===== config.mk =====
export PLATFORM = sky130hd
export DESIGN_NAME = uart_tx
export DESIGN_NICKNAME = d
export VERILOG_FILES = /design/src/rtl/uart_tx.sv
export SDC_FILE = /design/constraint.sdc
export NUM_CORES = 1
export LEC_CHECK = 0
export ABC_AREA = 1
export BUFFER_PORTS_ARGS = -buffer_cell sky130_fd_sc_hd__clkbuf_2
export CORE_MARGIN = 2
export CORE_UTILIZATION = 59
export DETAILED_ROUTE_END_ITERATION = 7
export PLACE_DENSITY_LB_ADDON = 0.1
export SKIP_LAST_GASP = 1
export SYNTH_ARGS = -nofsm -noshare
export SYNTH_HDL_FRONTEND = slang
export SYNTH_SLANG_ARGS = --single-unit
export TNS_END_PERCENT = 100

===== constraint.sdc =====
create_clock -name clock -period 3.39 [get_ports clock]
set_input_delay 0.8475 -clock clock [delete_from_list [all_inputs] [get_ports clock]]
set_output_delay 0.8475 -clock clock [all_outputs]
set_load 0.05 [all_outputs]

===== src/rtl/uart_tx.sv =====
// Byte-wide UART transmitter: data register -> shift register -> 8N1 serial frame.
// Each serial bit is held for CLKS_PER_BIT clocks; Serial_out is driven from a flop.
`timescale 1ns/1ps
module uart_tx #(
  parameter int WORD_SIZE    = 8,
  parameter int CLKS_PER_BIT = 1
) (
  input  logic                 clock,
  input  logic                 reset,
  input  logic [WORD_SIZE-1:0] uart_tx_data_Bus,
  input  logic                 Load_XMT_datareg,
  input  logic                 Byte_ready,
  input  logic                 T_byte,
  output logic                 Serial_out
);

  localparam int FRAME_BITS = WORD_SIZE + 2;
  localparam int BIT_W      = $clog2(FRAME_BITS);
  localparam int BAUD_W     = (CLKS_PER_BIT > 1) ? $clog2(CLKS_PER_BIT) : 1;

  localparam logic [BIT_W-1:0]  LAST_BIT = BIT_W'(FRAME_BITS - 1);
  localparam logic [BAUD_W-1:0] BAUD_MAX = BAUD_W'(CLKS_PER_BIT - 1);

  typedef enum logic [1:0] {
    IDLE    = 2'd0,
    WAITING = 2'd1,
    SENDING = 2'd2
  } state_e;

  state_e                state_q, state_d;
  logic [WORD_SIZE-1:0]  data_q, data_d;
  logic [WORD_SIZE-1:0]  shift_q, shift_d;
  logic [BIT_W-1:0]      bit_q, bit_d;
  logic [BAUD_W-1:0]     baud_q, baud_d;
  logic                  serial_q, serial_d;
  logic [FRAME_BITS-1:0] frame;

  // Complete frame, index 0 = start bit, last index = stop bit.
  assign frame = {1'b1, shift_q, 1'b0};

  always_comb begin
    // NOTE: every signal assigned here gets a default first so no path leaves it unassigned (no latches).
    state_d  = state_q;
    data_d   = Load_XMT_datareg ? uart_tx_data_Bus : data_q;
    shift_d  = shift_q;
    bit_d    = bit_q;
    baud_d   = baud_q;
    serial_d = 1'b1;

    unique case (state_q)
      IDLE: begin
        if (Byte_ready) begin
          // A same-cycle load bypasses the data register so the new byte is framed.
          shift_d = Load_XMT_datareg ? uart_tx_data_Bus : data_q;
          state_d = WAITING;
        end
      end

      WAITING: begin
        if (T_byte) begin
          state_d  = SENDING;
          bit_d    = '0;
          baud_d   = '0;
          serial_d = 1'b0;
        end
      end

      SENDING: begin
        serial_d = serial_q;
        if (baud_q == BAUD_MAX) begin
          baud_d = '0;
          if (bit_q == LAST_BIT) begin
            state_d  = IDLE;
            serial_d = 1'b1;
          end else begin
            bit_d    = bit_q + 1'b1;
            serial_d = frame[bit_d];
          end
        end else begin
          baud_d = baud_q + 1'b1;
        end
      end

      default: begin
        state_d = IDLE;
      end
    endcase
  end

  always_ff @(posedge clock) begin
    // NOTE: state flops use non-blocking assignments so every flop samples pre-edge values.
    if (!reset) begin
      state_q  <= IDLE;
      // NOTE: the byte registers are plain flops, not a memory array, so clearing them on reset is cheap and keeps the line deterministic.
      data_q   <= '0;
      shift_q  <= '0;
      bit_q    <= '0;
      baud_q   <= '0;
      serial_q <= 1'b1;
    end else begin
      state_q  <= state_d;
      data_q   <= data_d;
      shift_q  <= shift_d;
      bit_q    <= bit_d;
      baud_q   <= baud_d;
      serial_q <= serial_d;
    end
  end

  assign Serial_out = serial_q;

endmodule


==> results.yml, run 1 <==
synth:
  synth_top_family_by_area: "simple AND/OR/NAND/NOR gates"
  synth_common_cells: "nand2_1 (26), dfxtp_1 (23), nor2_1 (19), inv_1 (15), a21oi_1 (12)"
  async_reset_ff_share_pct: 0
  yosys.area_share.adder_pct: 7.95
  synth_ff_type: "dfxtp_1"
  synth_nets: 166
  post_synth_and_or_nand_nor_area_fraction_pct: 21.8
  synth_compound_area_share_pct: 12.7
  yosysTopAreaCell: "dfxtp_1"
  yosysTopAreaCellShare_pct: 41.8
  synth_edf_count: 0
  yosys_register_bits: 23
  synth_seq_area_share_pct: 41.8
  synth_cell_types: 20
  syn-mean-instance-area_um2: 7.54
  synthMuxAreaShare_pct: 7.27
  yosys.area_share.xor_xnor_pct: 0
  synthMostInstantiatedCell: "nand2_1"
  syn_area_um2: 1100
  yosys_warnings: 0
  synth_area_leaders: "dfxtp_1 (42%), nand2_1 (8.9%), ha_1 (8.0%)"
  synthCells: 146
clock_network:
  cts-root-buf: "clkbuf_4"
  cts.hold.buffers_added: 0
  postCtsSetupBuffers: 0
  htreeDepth: 1
  ctsLongestPathBuffers: 2
  cts_resized: 0
  cts_tree: "built"
  clk-insertion-delay-late_ns: 0.30
  cts_num_sinks: 23
  cts_buffers: 3
  clk_pin_slew_ns: 0.13
global_routing:
  grt_usage_pct: 21.1
  antenna_found_initial: 0
  grt_max_degree: 17
  overflow: 0
  grt_pass1_wl_um: 3350
  grt_pass1_vias: 822
critical_path:
  crit_slowest_cell: "dfxtp_1"
  path_cells: "clkbuf_2"
  crit_buf_inv: 1
  max_stage_delay_ns: 0.33
  worst_setup_path_end_kind: "primary output"
  critPathTopFamily: "flip-flops"
  critPathMaxFanout: 1
  worstSetupPathType: "flip-flop to primary output"
  cp.arrival_ns: 0.89
  crit_required_ns: 2.54
  cp-start-kind: "flip-flop"
floorplanning:
  core-area_um2: 1750
  pin_count: 14
  initial_core_util_pct: 63.1
  die_h_um: 47.2
  die_w_um: 47.2
  die_area_um2: 2230
  num_rows: 15
place:
  place_congestion: 0.843
  port_buffers: 13
  dp_hpwl_um: 1530
route:
  first_pass_iters: 4
  postRouteAntennaNets: 0
  first_iter_violations: 10
  routed_via_density: 4.93
  wl_per_cell_um: 10.8
  drt-total-wl_um: 1990
  vias: 908
  remaining_drc_errors: 0
timing:
  skew_ns: 0.00609
  min_period_over_period_pct: 51.2
  drv_slew: 0
  tightest_slew_ns: 0.410
  finalCriticalPeriod_ns: 1.73
  tns_ns: 0
  rsz0062_at_grt: "no"
  finalHoldViolCount: 0
  timing.hold.ws_ns: 0.501
  slew_headroom_pct: 72.6
  setup_violations: 0
  fmax_ghz: 0.577
pwr:
  p_switching_mw: 0.368
  peakVddDrop_uv: 433
  leakage_nw: 0.591
  switching_share_pct: 41.8
  pwr_density_cell_nw_per_um2: 730
  clockPowerShare_pct: 14.2
  intPower_mw: 0.512
  seqPwrFrac_pct: 43.1
  power_frac_comb_pct: 42.7
cells_and_area:
  layout-drive-gt1-share_pct: 14.5
  diodes: 0
  syn_to_final_growth_pct: 9.55
  nNetsFinal: 180
worst_hold_path:
  hp-class: "flip-flop to flip-flop"
run_status:
  status: "finished clean"
flow_run:
  maxCapViolCount: 0
-- registers in the layout (all words and copies together), names as in the netlist --
| register | cells |
|---|---|
| bit_q | 4 |
| data_q | 8 |
| state_q | 2 |
| Serial_out | 1 |
| shift_q | 8 |
-- area by class of cell --
cell class,count,area (µm²)
Multi-Input combinational cell,100,548
Fill cell,158,539
Sequential cell,23,460
Inverter,19,71.3
Timing Repair Buffer,13,65.1
Tap cell,25,31.3
Clock buffer,3,22.5
Clock inverter,1,7.51
-- kinds of logic after synthesis --
| logic type | after synthesis |
|---|---|
| AOI/OAI and AO/OA | 28 |
| adders and majority gates | 7 |
| buffers and inverters | 23 |
| DFF | 23 |
| muxes | 8 |
| and+or+nand+nor | 57 |
-- power groups by stage --
stage          Clock (mW)  Sequential (mW)  Combinational (mW)
6_report            0.125            0.380               0.376
4_1_cts             0.130            0.379               0.377
3_5_place_dp            0            0.385               0.373
2_1_floorplan           0            0.391               0.293
3_3_place_gp            0            0.383               0.364
5_1_grt             0.140            0.389               0.436
-- worst paths after layout --
kind | slack [ns] | cells past startpoint | startpoint | end
setup / recovery | 1.66 | 1 | Serial_out$_SDFF_PN1_ | Serial_out
hold / removal | 0.50 | 2 | data_q[3]$_SDFF_PN0_ | data_q[3]$_SDFF_PN0_
setup reg to reg | 1.85 | 8 | bit_q[0]$_SDFFE_PN0P_ | state_q[0]$_SDFFE_PN0P_
hold reg to reg | 0.50 | 2 | data_q[3]$_SDFF_PN0_ | data_q[3]$_SDFF_PN0_
-- metrics by stage --
stage | power [mW] | setup WS (ns) | std cells | util [%] | area [µm²]
6_report | 0.881 | 1.66 | 184 | 69.1 | 1210
5_1_grt | 0.964 | 1.60 | 184 | 69.1 | 1210
4_1_cts | 0.886 | 1.64 | 184 | 69.1 | 1210
3_5_place_dp | 0.759 | 1.68 | 180 | 67.4 | 1180
3_3_place_gp | 0.747 | 1.76 | 180 | 67.4 | 1180
2_1_floorplan | 0.684 | 1.89 | 146 | - | 1100
-- cell usage in the layout, fill, tap and decap left out, drive strengths merged --
cell type  count
nand3          7
clkbuf        16
nor2          20
nand2         28
mux2i          8
o21ai         16
nand4          1
dfxtp         23
and3           1
clkinvlp       1
a21oi         12
inv           18
ha             7
clkinv         1
-- per-layer routing --
metal,up-vias,wire length [µm],track usage (%)
li1,496,-,-
met1,403,985,27.4
met3,2,36,3.46
met4,0,13,6.67
met5,-,0,0
met2,7,951,35.9
Note: power is estimated with default switching activity, not from simulation.
==> run 2: changes to the inputs <==
--- a/config.mk
+++ b/config.mk
@@ -8,7 +8,7 @@
 export ABC_AREA = 1
 export BUFFER_PORTS_ARGS = -buffer_cell sky130_fd_sc_hd__clkbuf_2
 export CORE_MARGIN = 2
-export CORE_UTILIZATION = 59
+export CORE_UTILIZATION = 55
 export DETAILED_ROUTE_END_ITERATION = 7
 export PLACE_DENSITY_LB_ADDON = 0.1
 export SKIP_LAST_GASP = 1
==> constraint.sdc (replaced) <==
create_clock -name clock -period 1.6 [get_ports clock]
set_input_delay 0.4 -clock clock [delete_from_list [all_inputs] [get_ports clock]]
set_output_delay 0.4 -clock clock [all_outputs]
set_load 0.05 [all_outputs]
==> results.yml, run 2 (synthesis gave the netlist of run 1 again) <==
pwr:
  intPower_mw: 1.09
  clockPowerShare_pct: 14.3
  power_frac_comb_pct: 43.0
  pwr_density_cell_nw_per_um2: 1530
  peakVddDrop_uv: 878
  leakage_nw: 0.605
  seqPwrFrac_pct: 42.7
  p_switching_mw: 0.771
  switching_share_pct: 41.4
global_routing:
  overflow: 0
  grt_usage_pct: 18.4
  grt_max_degree: 17
  antenna_found_initial: 0
  grt_pass1_vias: 842
  grt_pass1_wl_um: 3460
cells_and_area:
  reg_top3: "data_q x8, shift_q x8, bit_q x4"
  syn_to_final_growth_pct: 10.9
  stdcell_area_um2: 1220
  final_common_cell: "nand2_1"
  diodes: 0
  layout-drive-gt1-share_pct: 15.5
  final_cell_mix: "nand2_1 (26), dfxtp_1 (23), nor2_1 (19), inv_1 (15), clkbuf_2 (13)"
  instances_no_fill: 188
  utilization_pct: 63.5
  nNetsFinal: 182
critical_path:
  rrSetupSlack_ns: 0.20
  cp.arrival_ns: 1.62
  worstSetupPathType: "flip-flop to flip-flop"
  crit_slowest_cell: "dfxtp_1"
  path_cells: "inv_1, ha_1, nand2_1, o21ai_0, nor2_2, inv_1, nor2_1, nor2_1"
  worst_setup_path_end_kind: "flip-flop"
  cp-start-kind: "flip-flop"
  crit_buf_inv: 2
  critPathTopFamily: "simple AND/OR/NAND/NOR gates"
  critPathMaxFanout: 4
  max_stage_delay_ns: 0.38
  crit_required_ns: 1.82
clock_network:
  cts_buffers: 3
  postCtsSetupBuffers: 0
  cts_resized: 0
  clk-insertion-delay-late_ns: 0.31
  cts_num_sinks: 23
  cts-root-buf: "clkbuf_4"
  ctsLongestPathBuffers: 2
  htreeDepth: 1
  cts_tree: "built"
  clk_pin_slew_ns: 0.12
  cts.hold.buffers_added: 0
flow_run:
  maxCapViolCount: 0
run_status:
  status: "finished clean"
place:
  port_buffers: 13
  dp_hpwl_um: 1470
  place_congestion: 0.879
  place_ws_ns: 0.213
  dpl-instance-area_um2: 1190
  dp.cells: 184
worst_hold_path:
  hp-class: "primary input to flip-flop"
route:
  remaining_drc_errors: 0
  routed_via_density: 4.82
  vias: 907
  first_iter_violations: 18
  postRouteAntennaNets: 0
  drt-total-wl_um: 1930
  wl_per_cell_um: 10.2
  first_pass_iters: 4
floorplanning:
  die_area_um2: 2380
  initial_core_util_pct: 57.3
  pin_count: 14
  die_w_um: 48.7
  core-area_um2: 1920
  die_h_um: 48.7
  num_rows: 16
timing:
  skew_ns: 0.00165
  tns_ns: 0
  tightest_slew_ns: 0.374
  drv_slew: 0
  fmax_ghz: 0.715
  rsz0062_at_grt: "no"
  postLayoutSetupSlackWorst_ns: 0.201
  finalCriticalPeriod_ns: 1.40
  setup_violations: 0
  finalHoldViolCount: 0
  min_period_over_period_pct: 87.5
  slew_headroom_pct: 75.0
-- run 2: cell count changes in the layout (fill, tap and decap cells not counted), sizes merged --
cell	delta
buf	+2
clkinv	+1
clkinvlp	-1
-- run 2: metrics by stage --
step	total power, mW	hold slack, ns
3_5_place_dp	1.61	0.481
5_1_grt	2.06	0.331
4_1_cts	1.88	0.337
3_3_place_gp	1.59	0.469
2_1_floorplan	1.45	0.456
6_report	1.86	0.342
-- run 2: worst reg2reg max path, stage by stage, from the launching register on --
cell,delay (ns)
dfxtp_1,0.38
inv_1,0.10
ha_1,0.21
nand2_1,0.14
o21ai_0,0.13
nor2_2,0.16
inv_1,0.07
nor2_1,0.08
nor2_1,0.05
-- run 2: power groups by stage --
stage	logic [mW]	clock network (mW)	registers, mW
final	0.801	0.267	0.796
after detailed placement	0.803	0	0.806
after CTS	0.808	0.276	0.795
after global placement	0.792	0	0.799
after floorplan	0.621	0	0.828
after global routing	0.931	0.310	0.814
-- run 2: final timing paths --
path,start,to,depth (start not counted)
setup / recovery,state_q[1]$_SDFFE_PN0P_,state_q[0]$_SDFFE_PN0P_,8
hold / removal,uart_tx_data_Bus[7],data_q[7]$_SDFF_PN0_,3
setup reg to reg,state_q[1]$_SDFFE_PN0P_,state_q[0]$_SDFFE_PN0P_,8
hold reg to reg,data_q[6]$_SDFF_PN0_,data_q[6]$_SDFF_PN0_,2
-- run 2: layout make-up --
cell class | instances | area, µm²
Timing Repair Buffer | 15 | 80.1
Clock inverter | 1 | 5.00
Multi-Input combinational cell | 100 | 548
Sequential cell | 23 | 460
Clock buffer | 3 | 22.5
Inverter | 19 | 71.3
Fill cell | 200 | 701
Tap cell | 27 | 33.8
-- run 2: layer usage --
layer / up-vias / track usage (%) / share of wire (%)
li1: 494 / - / -
met1: 396 / 25.4 / 51
met2: 17 / 29.0 / 46
met3: 0 / 2.78 / 3.2
met4: 0 / 7.14 / 0
met5: - / 0 / 0
